===== src/rtl/image_pattern_source_pkg.sv =====
// -----------------------------------------------------------------------------
// image_pattern_source_pkg
// Shared image-bus definitions for the pattern source and its raster counter.
//   IMG_DATA_W    : pixel data width D of the default image spec
//   IMG_PAYLOAD_W : payload width, {STOP, START, data[D-1:0]}
//   PATTERN_*     : pattern select codes
//   state_e       : pattern source FSM states
// Macro IMG_PAYLOAD(start, stop, data) assembles a payload word.
// -----------------------------------------------------------------------------
package image_pattern_source_pkg;

    localparam int IMG_DATA_W    = 8;
    localparam int IMG_PAYLOAD_W = IMG_DATA_W + 2;

    localparam logic [1:0] PATTERN_GRADIENT = 2'd0;
    localparam logic [1:0] PATTERN_CHECKER  = 2'd1;
    localparam logic [1:0] PATTERN_SOLID    = 2'd2;
    localparam logic [1:0] PATTERN_RESERVED = 2'd3;

    typedef enum logic {
        ST_IDLE   = 1'b0,
        ST_ACTIVE = 1'b1
    } state_e;

endpackage

// Payload layout: bit D+1 = STOP, bit D = START, bits D-1:0 = pixel data.
`define IMG_PAYLOAD(start, stop, data) {(stop), (start), (data)}


===== src/rtl/image_raster_counter.sv =====
// -----------------------------------------------------------------------------
// image_raster_counter
// Raster x/y position counter with line/frame wrap and first/last pixel flags.
//   clk_i      : clock
//   rst_i      : synchronous active-high reset
//   clear_i    : return to x = 0, y = 0
//   advance_i  : step to the next pixel in raster order
//   x_o, y_o   : current position
//   first_o    : position is (0, 0)
//   last_o     : position is (Width-1, Height-1)
// -----------------------------------------------------------------------------
module image_raster_counter #(
    parameter int Width      = 16,
    parameter int Height     = 16,
    parameter int CoordWidth = 16
) (
    input  logic                  clk_i,
    input  logic                  rst_i,
    input  logic                  clear_i,
    input  logic                  advance_i,
    output logic [CoordWidth-1:0] x_o,
    output logic [CoordWidth-1:0] y_o,
    output logic                  first_o,
    output logic                  last_o
);

    localparam logic [CoordWidth-1:0] XLast = CoordWidth'(Width - 1);
    localparam logic [CoordWidth-1:0] YLast = CoordWidth'(Height - 1);

    logic [CoordWidth-1:0] x_q, x_d;
    logic [CoordWidth-1:0] y_q, y_d;

    always_comb begin
        x_d = x_q;
        y_d = y_q;
        if (clear_i) begin
            x_d = '0;
            y_d = '0;
        end else if (advance_i) begin
            if (x_q == XLast) begin
                x_d = '0;
                y_d = (y_q == YLast) ? '0 : y_q + 1'b1;
            end else begin
                x_d = x_q + 1'b1;
            end
        end
    end

    always_ff @(posedge clk_i) begin
        if (rst_i) begin
            x_q <= '0;
            y_q <= '0;
        end else begin
            x_q <= x_d;
            y_q <= y_d;
        end
    end

    assign x_o     = x_q;
    assign y_o     = y_q;
    assign first_o = (x_q == '0) && (y_q == '0);
    assign last_o  = (x_q == XLast) && (y_q == YLast);

endmodule


===== src/rtl/image_pattern_source.sv =====
// -----------------------------------------------------------------------------
// image_pattern_source
// Synthetic raster frame generator on the image bus; one frame per request.
//   clock_i           : system clock
//   reset_i           : synchronous active-high reset
//   pattern_select_i  : 0 gradient, 1 checkerboard, 2 solid, 3 reserved
//   solid_value_i     : pixel value for the solid pattern
//   busy_o            : frame in progress
//   image_valid_o     : bus Valid
//   image_payload_o   : bus Payload {STOP, START, data}
//   image_error_o     : bus Error (reserved pattern frame)
//   image_ready_i     : bus Ready
//   image_request_i   : bus Request (level, sampled in IDLE)
//   image_cancel_i    : bus Cancel (aborts from any state)
//   frame_count_o     : completed frames mod 256
//                       (only with IMAGE_PATTERN_SOURCE_FRAME_COUNT_EN)
// With IMAGE_PATTERN_SOURCE_FRAME_COUNT_EN the gradient is offset by the
// frame count.
//
// state     | meaning
// ST_IDLE   | bus idle, counters held at 0, waiting for Request
// ST_ACTIVE | streaming pixels of the current frame, Valid high
// -----------------------------------------------------------------------------
module image_pattern_source
    import image_pattern_source_pkg::*;
#(
    parameter int OutDataWidth = IMG_DATA_W,
    parameter int Width        = 16,
    parameter int Height       = 16,
    parameter int CoordWidth   = 16
) (
    input  logic                    clock_i,
    input  logic                    reset_i,
    input  logic [1:0]              pattern_select_i,
    input  logic [OutDataWidth-1:0] solid_value_i,
    output logic                    busy_o,
    output logic                    image_valid_o,
    output logic [OutDataWidth+1:0] image_payload_o,
    output logic                    image_error_o,
    input  logic                    image_ready_i,
    input  logic                    image_request_i,
    input  logic                    image_cancel_i
`ifdef IMAGE_PATTERN_SOURCE_FRAME_COUNT_EN
    ,
    output logic [7:0]              frame_count_o
`endif
);

    state_e                  state_q, state_d;
    logic [1:0]              pat_q, pat_d;
    logic [OutDataWidth-1:0] solid_q, solid_d;
    logic                    err_q, err_d;
    logic                    cnt_clear;
    logic                    cnt_advance;
    logic [CoordWidth-1:0]   x_w, y_w;
    logic                    first_w, last_w;
    logic [OutDataWidth-1:0] grad_w;
    logic [OutDataWidth-1:0] data_w;
    logic                    active_w;

`ifdef IMAGE_PATTERN_SOURCE_FRAME_COUNT_EN
    logic [7:0]              fc_q, fc_d;
`endif

    image_raster_counter #(
        .Width      (Width),
        .Height     (Height),
        .CoordWidth (CoordWidth)
    ) u_raster (
        .clk_i     (clock_i),
        .rst_i     (reset_i),
        .clear_i   (cnt_clear),
        .advance_i (cnt_advance),
        .x_o       (x_w),
        .y_o       (y_w),
        .first_o   (first_w),
        .last_o    (last_w)
    );

    always_comb begin
        state_d     = state_q;
        pat_d       = pat_q;
        solid_d     = solid_q;
        err_d       = err_q;
        cnt_clear   = 1'b0;
        cnt_advance = 1'b0;
`ifdef IMAGE_PATTERN_SOURCE_FRAME_COUNT_EN
        fc_d        = fc_q;
`endif
        case (state_q)
            ST_IDLE: begin
                cnt_clear = 1'b1;
                if (image_request_i && !image_cancel_i) begin
                    state_d = ST_ACTIVE;
                    pat_d   = pattern_select_i;
                    solid_d = solid_value_i;
                    err_d   = (pattern_select_i == PATTERN_RESERVED);
                end
            end
            ST_ACTIVE: begin
                // Cancel wins over a coincident STOP transfer: no frame count.
                if (image_cancel_i) begin
                    state_d   = ST_IDLE;
                    err_d     = 1'b0;
                    cnt_clear = 1'b1;
                end else if (image_ready_i) begin
                    cnt_advance = 1'b1;
                    if (last_w) begin
                        state_d = ST_IDLE;
                        err_d   = 1'b0;
`ifdef IMAGE_PATTERN_SOURCE_FRAME_COUNT_EN
                        fc_d    = fc_q + 8'd1;
`endif
                    end
                end
            end
            default: state_d = ST_IDLE;
        endcase
    end

    always_ff @(posedge clock_i) begin
        if (reset_i) begin
            state_q <= ST_IDLE;
            pat_q   <= '0;
            solid_q <= '0;
            err_q   <= 1'b0;
`ifdef IMAGE_PATTERN_SOURCE_FRAME_COUNT_EN
            fc_q    <= '0;
`endif
        end else begin
            state_q <= state_d;
            pat_q   <= pat_d;
            solid_q <= solid_d;
            err_q   <= err_d;
`ifdef IMAGE_PATTERN_SOURCE_FRAME_COUNT_EN
            fc_q    <= fc_d;
`endif
        end
    end

    // Operands truncated before the add; equal to the full sum mod 2^D.
`ifdef IMAGE_PATTERN_SOURCE_FRAME_COUNT_EN
    assign grad_w = OutDataWidth'(x_w) + OutDataWidth'(y_w) + OutDataWidth'(fc_q);
    assign frame_count_o = fc_q;
`else
    assign grad_w = OutDataWidth'(x_w) + OutDataWidth'(y_w);
`endif

    always_comb begin
        data_w = '0;
        case (pat_q)
            PATTERN_GRADIENT: data_w = grad_w;
            PATTERN_CHECKER:  data_w = {OutDataWidth{x_w[0] ^ y_w[0]}};
            PATTERN_SOLID:    data_w = solid_q;
            default:          data_w = '0;
        endcase
    end

    assign active_w        = (state_q == ST_ACTIVE);
    assign busy_o          = active_w;
    assign image_valid_o   = active_w;
    assign image_error_o   = err_q;
    assign image_payload_o = active_w ? `IMG_PAYLOAD(first_w, last_w, data_w) : '0;

endmodule

===== config.mk =====
export PLATFORM = sky130hd
export DESIGN_NAME = image_pattern_source
export DESIGN_NICKNAME = d
export VERILOG_FILES = /design/src/rtl/image_pattern_source_pkg.sv /design/src/rtl/image_raster_counter.sv /design/src/rtl/image_pattern_source.sv
export SDC_FILE = /design/constraint.sdc
export NUM_CORES = 1
export LEC_CHECK = 0
export ABC_AREA = 1
export ABC_CLOCK_PERIOD_IN_PS = 1900
export BUFFER_PORTS_ARGS = -buffer_cell sky130_fd_sc_hd__clkbuf_2
export CAP_MARGIN = 30
export CORE_UTILIZATION = 50
export DETAILED_ROUTE_END_ITERATION = 8
export PLACE_DENSITY_LB_ADDON = 0.08
export SYNTH_ARGS = -nofsm -noshare
export SYNTH_HDL_FRONTEND = slang
export SYNTH_SLANG_ARGS = --single-unit

===== constraint.sdc =====
create_clock -name clock_i -period 1.9 [get_ports clock_i]
set_clock_uncertainty 0.05 [all_clocks]
set_input_delay 0.095 -clock clock_i [delete_from_list [all_inputs] [get_ports clock_i]]
set_output_delay 0.095 -clock clock_i [all_outputs]
set_load 0.005 [all_outputs]

==> summary.txt <==
status: complete, but fails checks
violations in the final reports: negative setup slack
number of synthesized flops with an enable pin: 0
shortest clock period the worst path allows after layout: 2.10 ns
worst slack after detailed placement: 0.0194 ns
sequential group share of total power: 0.512
HPWL after detailed placement: 5.05 mm
setup slack after layout: -0.203 ns
most heavily used metal layer in global routing: met2
gr usage total: 0.254
placed standard-cell area: 0.00310 mm2
number of maximum-capacitance violations: 0
setup repair after global routing missed its margin: true
via count of the first global-routing pass: 2,516
net count after synthesis: 447
Slew headroom: 0.664
via count of the routed design: 2,987
post-synthesis cell type with the largest combined area: dfxtp_1
startpoint type of the worst setup path: register
placer's final routability congestion estimate: 0.880
final-stage net count: 513
Initial DRT Pass Iterations: 4
setup TNS after final layout: -1.65 ns
Synth top area share: 0.317
proportion of layout cells with a drive suffix above 1: 0.275
clock-pin slew reported for the worst setup and hold paths after clock tree synthesis: 0.09 ns
number of standard-cell rows in the floorplan: 26
leading cell types by total area after synthesis: dfxtp_1 32%, nand2_1 11%, inv_1 8.5%
Vias per Instance: 5.36
maximum number of pins on one net before global-route repair: 21
clock share of power: 0.425
cell area after synthesis: 0.00278 mm2
met3 track demand over resource in global routing: 0.0575
sequential element share of the synthesized area: 0.317
Critical Path End Type: output port
max-slew violation count: 0
smallest hold slack: 0.0155 ns
cell at the root of the clock tree: clkbuf_8
pin slew with the least headroom to its limit: 0.502 ns
clock buffers created by TritonCTS: 5
clock tree buffer depth: 2
post-detailed-routing wire length: 8.19 mm
filler instances: 445
antenna violations before repair: 0
Internal Pwr Total: 1.41 mW
post-detailed-route DRC marker count: 0
largest driver fanout on the critical path: 2
Comb pwr share: 0.063
IR Drop Worst-Case VDD: 0.486 mV
post-synthesis average cell area: 6.62 um2
count of distinct cell types in the synthesized netlist: 39
clock latency on the worst-skew pair: 0.31 ns
CP arrival: 1.96 ns
number of sinks on the clock net: 44
required time worst endpoint: 1.75 ns
die width: 76.6 um
flip-flop and latch count after synthesis: 44
power density over the cells: 506 mW/mm2
count of final hold-check violations: 0
overflow left after global routing: 0
Post-Syn Instances: 420
Lkg Pwr: 1.53 nW
I/O pin count: 28
drt first-iter violations: 353
die area: 0.00586 mm2
chip height: 76.6 um
number of nets still failing antenna checks after routing: 0
met2 usage: 0.399
Fmax: 475 MHz
Warnings, synthesis: 0
Core Region: 0.00524 mm2
final critical-path share of the clock period: 1.11
top cells by instance count after synthesis: 79 x nand2_1, 63 x inv_1, 54 x nor2_1, 44 x dfxtp_1, 41 x a21oi_1
total inserted antenna cells: 0
CP Class: register to output port
final design instance area without fill: 0.00365 mm2
first-pass GRT wire length: 11.9 mm
switching power share of the total: 0.236
Initial Utilization: 0.531
total setup violations reported at the end of the flow: 20
worst hold path type: input port to register
met1 global-route usage: 0.343
Core Util, Final: 0.696
post-DR wirelength/cell: 14.7 um
TritonCTS clock tree: built
most common cell in the synthesized netlist: nand2_1
share of flip-flops with an asynchronous set or reset after synthesis: 0
IO buf count: 27
growth of design area from synthesis to finish: 31.2%
Switch Pwr: 435 uW
most frequently used flop master after synthesis: dfxtp_1
H-tree Lvls: 2
what timing repair did:
| action | 4_1_cts | 5_1_grt |
|---|---|---|
| endpoints found under the setup margin | 11 | 23 |
| setup buffers | 4 | 15 |
| hold buffers | 1 | 0 |
| pin swaps | 10 | 20 |
| gates cloned | 0 | 2 |
| gates resized for setup | 25 | 44 |
| endpoints found under the hold margin | 1 | 0 |
placed cells by master, fill, tap and decap left out, drive strengths merged:
cell | synthesis | layout
nand2 | 84 | 85
inv | 64 | 64
nor2 | 60 | 60
dfxtp | 44 | 44
a21oi | 42 | 42
buf | 5 | 41
nand3 | 32 | 32
clkbuf | 2 | 29
o21ai | 26 | 26
nor3 | 16 | 16
ha | 11 | 11
nand4 | 8 | 8
xor2 | 7 | 7
a31oi | 2 | 2
or2 | 2 | 2
clkinv | 1 | 2
a21boi | 2 | 2
o22ai | 2 | 2
nor4b | 1 | 1
nand3b | 1 | 1
o21bai | 1 | 1
o21a | 1 | 1
xnor2 | 1 | 1
and3 | 1 | 1
nor3b | 1 | 1
nor4 | 1 | 1
a221oi | 1 | 1
fa | 1 | 1
bufinv | 0 | 1
dlygate4sd3 | 0 | 1
logic make-up after synthesis:
kind of cell | after synthesis | synth area share
simple gates | 207 | 0.348
flops | 44 | 0.317
buf+inv | 72 | 0.106
xor+xnor | 8 | 0.0252
fa+ha+maj | 12 | 0.0567
compound gates | 77 | 0.147
per-stage QoR:
stage               total power, mW  instances
finish                         1.85        557
global route                   1.91        557
detailed placement             1.08        527
global placement               1.08        527
floorplan                      1.04        420
CTS                            1.85        540
worst max-delay path: stages, from the launching register on:
cell	delay, ns
dfxtp_2	0.35
ha_4	0.16
fa_2	0.37
buf_4	0.15
buf_4	0.12
nand2_1	0.05
nand2_1	0.06
o22ai_2	0.16
nor2_1	0.05
nor2_1	0.08
buf_2	0.11
area by class of cell:
cell class / instances / area [um2] / share of cell area
Inverter: 65 / 249 / 0.0683
Clock buffer: 6 / 82.6 / 0.0226
Timing Repair Buffer: 65 / 472 / 0.129
Multi-Input combinational cell: 305 / 1820 / 0.498
Clock inverter: 2 / 38.8 / 0.0106
Tap cell: 70 / 87.6 / 0.0240
Sequential cell: 44 / 902 / 0.247
sequential cells by signal, summed over array words and instances (netlist names):
name           cells
u_raster.x_o      16
u_raster.y_o      16
solid_q            8
pat_q              2
busy_o             1
image_error_o      1
final timing paths:
kind | startpoint | endpoint | slack (ns) | cells after the start
max reg2reg | u_raster.x_o[0]$_SDFFE_PP0P_ | u_raster.y_o[4]$_SDFFE_PP0P_ | -0.12 | 11
min reg2reg | solid_q[6]$_SDFFE_PP0P_ | solid_q[6]$_SDFFE_PP0P_ | 0.41 | 2
max | u_raster.y_o[0]$_SDFFE_PP0P_ | image_payload_o[2] | -0.20 | 10
min | solid_value_i[0] | solid_q[0]$_SDFFE_PP0P_ | 0.02 | 3
layer usage:
layer / share of wire / wire, um / up-vias
met5: 0 / 0 / -
met2: 0.48 / 3890 / 120
li1: - / - / 1499
met4: 0.020 / 162 / 0
met1: 0.44 / 3580 / 1344
met3: 0.067 / 549 / 24
power groups by stage:
stage,Sequential (mW),Clock (mW),Combinational [mW]
final,0.945,0.784,0.117
after global routing,0.947,0.833,0.132
after CTS,0.950,0.784,0.112
after detailed placement,0.972,0,0.107
after global placement,0.971,0,0.106
after floorplan,0.970,0,0.0671
(Power assumes the default switching activity.)
